$ cat config.mk
export PLATFORM = sky130hd
export DESIGN_NAME = reg_file_sb
export DESIGN_NICKNAME = d
export VERILOG_FILES = /design/src/rtl/reg_file_pkg.sv /design/src/rtl/reg_file_sb_if.sv /design/src/rtl/reg_file_scoreboard.sv /design/src/rtl/reg_file_sb.sv
export SDC_FILE = /design/constraint.sdc
export NUM_CORES = 2
export LEC_CHECK = 0
export BUFFER_PORTS_ARGS = -buffer_cell sky130_fd_sc_hd__buf_2
export CORE_ASPECT_RATIO = 0.5
export CORE_MARGIN = 5
export CORE_UTILIZATION = 64
export DETAILED_ROUTE_END_ITERATION = 16
export GPL_TIMING_DRIVEN = 0
export PLACE_DENSITY_LB_ADDON = 0.05
export SLEW_MARGIN = 20
export SYNTH_ARGS = -nofsm -noshare
export SYNTH_HDL_FRONTEND = slang
export SYNTH_SLANG_ARGS = --single-unit
$ cat constraint.sdc
create_clock -name clk -period 39.7 [get_ports clk]
set_clock_uncertainty 0.2 [all_clocks]
set_input_delay 5.955 -clock clk [delete_from_list [all_inputs] [get_ports clk]]
set_output_delay 5.955 -clock clk [all_outputs]
set_load 0.02 [all_outputs]
$ cat src/rtl/reg_file_pkg.sv
// reg_file_pkg: shared defaults and types for the scoreboarded register file.
//   XLEN_DEF / NREGS_DEF : default data width and register count
//   idx_bits()           : index width for a register count
//   reg_idx_t / xlen_t   : register index and data word at the defaults
package reg_file_pkg;

  localparam int XLEN_DEF  = 32;
  localparam int NREGS_DEF = 32;

  function automatic int idx_bits(input int n);
    return (n < 2) ? 1 : $clog2(n);
  endfunction

  localparam int AW_DEF = idx_bits(NREGS_DEF);

  typedef logic [AW_DEF-1:0]   reg_idx_t;
  typedef logic [XLEN_DEF-1:0] xlen_t;

endpackage

$ cat src/rtl/reg_file_sb_if.sv
// reg_file_sb_if: link between the register file and its pending scoreboard.
//   set_v/set_idx : issue strobe, marks a destination register pending
//   clr_v/clr_idx : writeback strobe, clears the pending mark
//   pending       : one bit per register, bit 0 is never set
//   cnt           : number of set pending bits
// Strobes are sampled on the rising clock; there is no backpressure, so the
// master side owns the strobes and the slave side owns pending/cnt.
interface reg_file_sb_if #(
  parameter int NREGS = 32,
  parameter int AW    = 5,
  parameter int CW    = 6
) ();
  logic             set_v;
  logic [AW-1:0]    set_idx;
  logic             clr_v;
  logic [AW-1:0]    clr_idx;
  logic [NREGS-1:0] pending;
  logic [CW-1:0]    cnt;

  modport master (output set_v, set_idx, clr_v, clr_idx, input pending, cnt);
  modport slave  (input set_v, set_idx, clr_v, clr_idx, output pending, cnt);
endinterface

$ cat src/rtl/reg_file_scoreboard.sv
// reg_file_scoreboard: pending bitmap with a running population count.
//   clk, rst : clock, asynchronous active-high reset
//   sb       : slave side of reg_file_sb_if (strobes in, pending/cnt out)
module reg_file_scoreboard #(
  parameter int NREGS = 32,
  parameter int AW    = 5,
  parameter int CW    = 6
) (
  input  logic          clk,
  input  logic          rst,
  reg_file_sb_if.slave  sb
);

  logic [NREGS-1:0] pending_q, pending_d;
  logic [CW-1:0]    cnt_q, cnt_d;
  logic             set_hit, clr_hit, inc, dec;

  always_comb begin
    pending_d = pending_q;
    set_hit   = sb.set_v && (sb.set_idx != '0);
    clr_hit   = sb.clr_v && (sb.clr_idx != '0);
    // Clear first so a same-register issue overrides the writeback.
    if (clr_hit) pending_d[sb.clr_idx] = 1'b0;
    if (set_hit) pending_d[sb.set_idx] = 1'b1;
    // Count only real bit transitions; this keeps cnt equal to popcount.
    inc = set_hit && !pending_q[sb.set_idx];
    dec = clr_hit && pending_q[sb.clr_idx] &&
          !(set_hit && (sb.set_idx == sb.clr_idx));
    cnt_d = cnt_q;
    if (inc && !dec)      cnt_d = cnt_q + 1'b1;
    else if (dec && !inc) cnt_d = cnt_q - 1'b1;
  end

  always_ff @(posedge clk or posedge rst) begin
    if (rst) begin
      pending_q <= '0;
      cnt_q     <= '0;
    end else begin
      pending_q <= pending_d;
      cnt_q     <= cnt_d;
    end
  end

  assign sb.pending = pending_q;
  assign sb.cnt     = cnt_q;

endmodule

$ cat src/rtl/reg_file_sb.sv
// reg_file_sb: register file with write bypass and a pending scoreboard.
//   clk, rst          : clock, asynchronous active-high reset
//   we/waddr/wdata    : writeback port (also clears pending)
//   raddr/rdata/rbusy : NRD packed combinational read ports with busy flag
//   iss_valid/iss_rd  : issue strobe, marks destination pending
//   pend_cnt          : registered count of pending registers
// Register 0 is hardwired to zero and is never pending.
module reg_file_sb
  import reg_file_pkg::*;
#(
  parameter  int XLEN  = XLEN_DEF,
  parameter  int NREGS = NREGS_DEF,
  parameter  int NRD   = 2,
  localparam int AW    = $clog2(NREGS),
  localparam int CW    = $clog2(NREGS) + 1
) (
  input  logic              clk,
  input  logic              rst,
  input  logic              we,
  input  logic [AW-1:0]     waddr,
  input  logic [XLEN-1:0]   wdata,
  input  logic [NRD*AW-1:0] raddr,
  output logic [NRD*XLEN-1:0] rdata,
  output logic [NRD-1:0]    rbusy,
  input  logic              iss_valid,
  input  logic [AW-1:0]     iss_rd,
  output logic [CW-1:0]     pend_cnt
);

  logic [XLEN-1:0] regs_q [NREGS];
  logic [XLEN-1:0] regs_d [NREGS];
  logic            wr_hit;

  assign wr_hit = we && (waddr != '0);

  always_comb begin
    regs_d = regs_q;
    if (wr_hit) regs_d[waddr] = wdata;
  end

  always_ff @(posedge clk or posedge rst) begin
    if (rst) begin
      for (int i = 0; i < NREGS; i++) regs_q[i] <= '0;
    end else begin
      regs_q <= regs_d;
    end
  end

  reg_file_sb_if #(.NREGS(NREGS), .AW(AW), .CW(CW)) sb_if ();

  assign sb_if.set_v   = iss_valid;
  assign sb_if.set_idx = iss_rd;
  assign sb_if.clr_v   = we;
  assign sb_if.clr_idx = waddr;
  assign pend_cnt      = sb_if.cnt;

  reg_file_scoreboard #(.NREGS(NREGS), .AW(AW), .CW(CW)) u_sb (
    .clk (clk),
    .rst (rst),
    .sb  (sb_if)
  );

  for (genvar i = 0; i < NRD; i++) begin : g_rd
    logic [AW-1:0] ra;
    logic          byp;
    assign ra  = raddr[i*AW +: AW];
    // A same-cycle writeback to this register is forwarded and hides busy.
    assign byp = wr_hit && (waddr == ra);
    assign rdata[i*XLEN +: XLEN] = (ra == '0) ? '0 : (byp ? wdata : regs_q[ra]);
    assign rbusy[i] = (ra != '0) && sb_if.pending[ra] && !byp;
  end

endmodule
=== Yosys cells after proc, flatten, opt, wreduce, memory -nomap -nowiden ===
Index checks and enable logic that the tools add are counted.

* Input bits: 56
* Word-level logic and storage cells: 114
* Bits in latches: 0
* Bits in writable memories: 0
* Memories: 0
* Bits in registers: 1062
* Memory bits (read-only): 0
* Output and inout port bits: 72

* Reductions and logical operators: 30
* Bitwise logic cells: 6
* $mul: 0
* Order comparisons: 10
* Divide/modulo/power cells: 0
* Add/sub/neg operators: 2
* Multiplexer cells: 29
* Equal/unequal tests: 3
* Shifts and indexed selects: 0

{| class="wikitable"
|+ Operators with widths
! kind !! number
|-
| $bwmux 1024 || 1
|-
| $mux 32 || 11
|-
| $bmux 32 s5 || 2
|-
| $demux 32 s5 || 1
|-
| $and 32x32->32 || 1
|-
| $not 32->32 || 1
|-
| $or 32x32->32 || 1
|-
| $lt 5x6->1 const B || 4
|-
| $bmux 1 s5 || 4
|-
| $reduce_bool 5->1 || 4
|-
| $ge 6x6->1 const B || 3
|-
| $not 5->6 || 3
|-
| $logic_and 1x1->1 || 17
|-
| $eq 5x5->1 || 3
|-
| $mux 6 || 2
|-
| $demux 1 s5 || 2
|-
| $ge 5x1->1 const B || 2
|-
| $logic_not 5->1 || 2
|-
| $add 6x1->6 const B || 1
|-
| $logic_not 1->1 || 6
|-
| $lt 6x1->1 const B || 1
|-
| $mux 1 || 6
|-
| $sub 6x1->6 const B || 1
|-
| $reduce_bool 2->1 || 1
|}

=== Depth between registers and ports, before layout ===
* Word-level depth: 9
* Gate-level depth with buffers: 14
* Depth with buffers taken out: 13

=== Modules after synthesis ===
A second synthesis with hierarchy kept.

* Cell total of the unflattened synthesis: 3959
* Area, all modules: 57606.5 µm²

{| class="wikitable"
|+ By module, submodules not included
! module !! area an instance (µm²) !! cells each !! instances
|-
| reg_file_sb || 55126.6 || 3709 || 1
|-
| reg_file_scoreboard || 2479.9 || 250 || 1
|}

=== Least setup slack after synthesis ===
OpenSTA, ideal clock, no wires.

* Path type: input-to-output
* From: in raddr[0]
* To: out rdata[15]
* Path slack: 25.760 ns
* Path buffers: 6
* Data required time: 33.545 ns
* Stages: 9
* Arrival time: 7.785 ns
* Cell sequence: buf_4 buf_6 buf_6 buf_4 nor2_1 a21o_1 clkbuf_2 buf_1 o31ai_1

* Longest elaborated chain between the ends: 6

{| class="wikitable"
|+ RTL lines
! what !! RTL line !! RTL
|-
| start: declaration || reg_file_sb.sv:22 || <nowiki>input logic [NRD*AW-1:0] raddr,</nowiki>
|-
| $not 5->6 (not written as such) || reg_file_sb.sv:69 || <nowiki>assign rdata[i*XLEN +: XLEN] = (ra == '0) ? '0 : (byp ? wdata : regs_q[ra]);</nowiki>
|-
| $bmux 32 s5 || reg_file_sb.sv:69 ||
|-
| $mux 32 (not written as such) (2 in a row) || reg_file_sb.sv:69 ||
|-
| $mux 32 || reg_file_sb.sv:69 ||
|-
| $mux 32 * || reg_file_sb.sv:69 ||
|-
| end: declaration || reg_file_sb.sv:23 || <nowiki>output logic [NRD*XLEN-1:0] rdata,</nowiki>
|}

Mark *: on every way between the ends. The rest lies on a longest branch, timed or not. The select of a mux whose other input is x is not followed.

=== Final worst setup path ===
* From: in raddr[2]
* To: out rdata[19]

The elaborated chain is that of the path after synthesis.

==> impl_results.md <==
- Status: finished, violations left
- Failing checks: max-capacitance violations, max-slew violations
- DP Wirelength: roughly 190 mm
- Chip Width: about 440 um
- Via density: between 8 and 9
- CTS Sinks: approximately 1.1k
- Vias in the first global route: roughly 44k
- Syn-to-layout area delta: 10.4%
- First-pass GRT wire length: 355 mm
- Syn Area/Cell: between 10 and 15 um^2
- Starting DRT DRC Count: roughly 8.6k
- Main synth FF type: dfrtp_1
- Fin. Hold Viols: 0
- Clock slew at reported path FFs: approximately 0.070 ns
- Crit Path Max Fanout: 10
- Resized Gates After CTS: 0
- Row count: 78
- Fin nets: 4371
- Worst Max-Slew Pin Slew: roughly 1.6 ns
- Cells after Synth: between 4k and 5k
- EDFF count, synth: 0
- Max-Cap Viols: 1
- CP max-delay cell: clkbuf_1
- Mapped cell area: a little under 60000 um^2
- Wire per inst: about 47 um
- Grt ovf: 0
- Crit path max-delay family: buffers and inverters
- Largest net degree at the start of global routing: approximately 110
- Root Driver: clkbuf_16
- GRT Total Usage: a little over half
- Final wirelength: roughly 260 mm
- Post-synthesis sequential area ratio: 45.9%
- Worst slew margin: -4.80%
- CTS tree: yes
- Post-CTS Setup Bufs: 0
- I/O pin total: about 130
- Die H: ~220 um
- Slew Viols, Final: 2
- Initial antenna violation count: 24
- Max incr delay on CP: a little over 0.9 ns
- I/O Buffers: roughly 120
- Bufs and invs on worst path: 7
- Total power: between 0.003 and 0.004 W
- Async set-reset flop share out of synthesis: 100%
- Residual DRC: 0
- Initial core utilization: 64.2%
- Final setup vio count: 0
- CP endpoint kind: primary output
- Worst min path class: reg2reg
- Final Wtd Congestion: around 1.1
- Setup Crit Path Kind: in2out
- Worst endpoint data arrival time: between 10 and 15 ns
- Layout fillers: 6257
- Core Box Area: 90200 um^2
- Flops & latches, synth: 1062
- Layout cell share with drive strength beyond 1: between 40% and 50%
- Unrepaired setup endpoints after global routing: no
- Post-Syn Nets: approximately 4.1k
- Crit path time final: ~17 ns
- Pre-Repair DR Iteration Count: 7
- Critical Path, Cell by Cell: buf_2 > buf_4 > buf_4 > clkbuf_2 > buf_16 > clkbuf_1 > nor2_1 > a211oi_1 > a2111oi_1 > o31ai_1 > buf_2
- Ys Warns: 0
- Upper clock frequency limit: 58.7 MHz
- Max Root-Sink Buffers: 3
- Crit share post-route: a little over two fifths
- Netlist cell types: 66
- Hold Buf Count CTS: 0
- Post-route ant nets: 0
- Via count: roughly 46k
- Clock Latency Late Sink: 0.76 ns
- P_leak: between 20 and 30 nW
- Setup_tns: 0 ns
- Nature of the critical path startpoint: primary input
- Power Density: around 52 nW/um^2
- DIE AREA: between 90000 and 100000 um^2
- Worst VDD drop: around 0.043 mV
- Critical Path RT: ~34 ns
- H-tree depth: 3
- Total CTS buffers: 96
==> per-stage QoR <==
step | std cells | util [%] | hold slack (ns) | setup slack (ns) | area [um^2]
after floorplan | 4074 | - | 0.241 | 3.65 | 57900
after global placement | 5392 | 66.6 | 0.254 | -6.85 | 60000
after detailed placement | 5407 | 67.1 | 0.268 | 23.33 | 60500
after CTS | 5581 | 70.7 | 0.280 | 23.31 | 63800
after global routing | 5595 | 70.8 | 0.300 | 23.12 | 63900
final | 5615 | 70.9 | 0.287 | 22.66 | 63900
==> report_power, final <==
| part | total (W) | leakage [nW] | internal, W | switching [W] |
|---|---|---|---|---|
| Sequential | 0.00148 | 13.6 | 0.00129 | 0.000188 |
| Clock | 0.00103 | 1.63 | 0.000559 | 0.000468 |
| Combinational | 0.000814 | 12.7 | 0.000398 | 0.000416 |
==> cell usage in the layout (no fill, tap or decap), types with 37 or more instances in the layout <==
cell	netlist	routed
a211oi_1	38	38
a21oi_1	83	83
clkbuf_16	0	97
clkbuf_2	1	37
mux4_2	430	430
nand2_1	130	130
clkbuf_1	239	221
buf_2	159	281
dfrtp_1	1062	1062
mux2i_1	218	218
mux2_2	1052	1052
o21ai_0	92	92
a22oi_1	54	54
a221oi_1	40	40
nor2_1	56	42
buf_4	50	50
==> flip-flops by register name, indices dropped and copies added, names as in the netlist <==
register,flops
u_sb.sb.pending,32
regs_q,1024
u_sb.sb.cnt,6
==> logic make-up after synthesis <==
kind of cell | count (synthesis) | synth area share (%)
fa+ha+maj | 7 | 0.164
compound gates | 545 | 6.80
flops | 1062 | 45.9
mux | 1700 | 40.9
xor+xnor | 17 | 0.257
simple gates | 266 | 2.13
buf+inv | 477 | 3.85
==> per-layer routing <==
| metal | GRT usage, % | share of wire, % |
|---|---|---|
| met2 | 65.5 | 37 |
| met1 | 66.9 | 35 |
| met3 | 40.3 | 21 |
| met4 | 28.4 | 6.9 |
| met5 | 17.4 | 0.80 |
==> Yosys cell counts, types with 13 or more instances <==
library cell / count / share of area, %
dfrtp_1: 1062 / 46
buf_2: 159 / 1.4
o31ai_1: 20 / 0.26
nor3_1: 13 / 0.11
mux4_2: 430 / 17
a22oi_1: 54 / 0.70
o2111ai_1: 26 / 0.39
o211a_1: 27 / 0.47
mux2_2: 1052 / 20
o22ai_1: 26 / 0.28
o21ai_0: 92 / 0.79
mux2i_1: 218 / 3.8
clkbuf_1: 239 / 1.5
a32o_1: 19 / 0.33
nor2_1: 56 / 0.36
a211oi_1: 38 / 0.49
buf_4: 50 / 0.65
o221ai_1: 23 / 0.35
nand2_1: 130 / 0.84
a221oi_1: 40 / 0.60
a21oi_1: 83 / 0.72
o211ai_1: 31 / 0.40
==> final timing paths <==
check	start	to	depth (start not counted)	slack [ns]
max	raddr[2]	rdata[19]	11	22.66
min reg2reg	regs_q[1018]	regs_q[1018]	1	0.29
max reg2reg	u_sb.sb.pending[31]	u_sb.sb.cnt[5]	12	35.63
min	regs_q[1018]	regs_q[1018]	1	0.29
min in group asynchronous	rst	regs_q[131]	2	5.09
max in group asynchronous	rst	regs_q[1015]	6	31.93
==> layout make-up <==
cell class	count	area (um^2)	area share [%]
multi-input combinational	2535	29200	45.7
sequential	1062	26600	41.6
clock buffer	134	2760	4.31
buffer	465	2240	3.50
tap	1200	1500	2.35
timing repair buffer	136	988	1.55
clock inverter	40	541	0.845
antenna	31	77.6	0.121
inverter	12	52.6	0.0822
No activity file was read; power rests on OpenSTA's default activity.
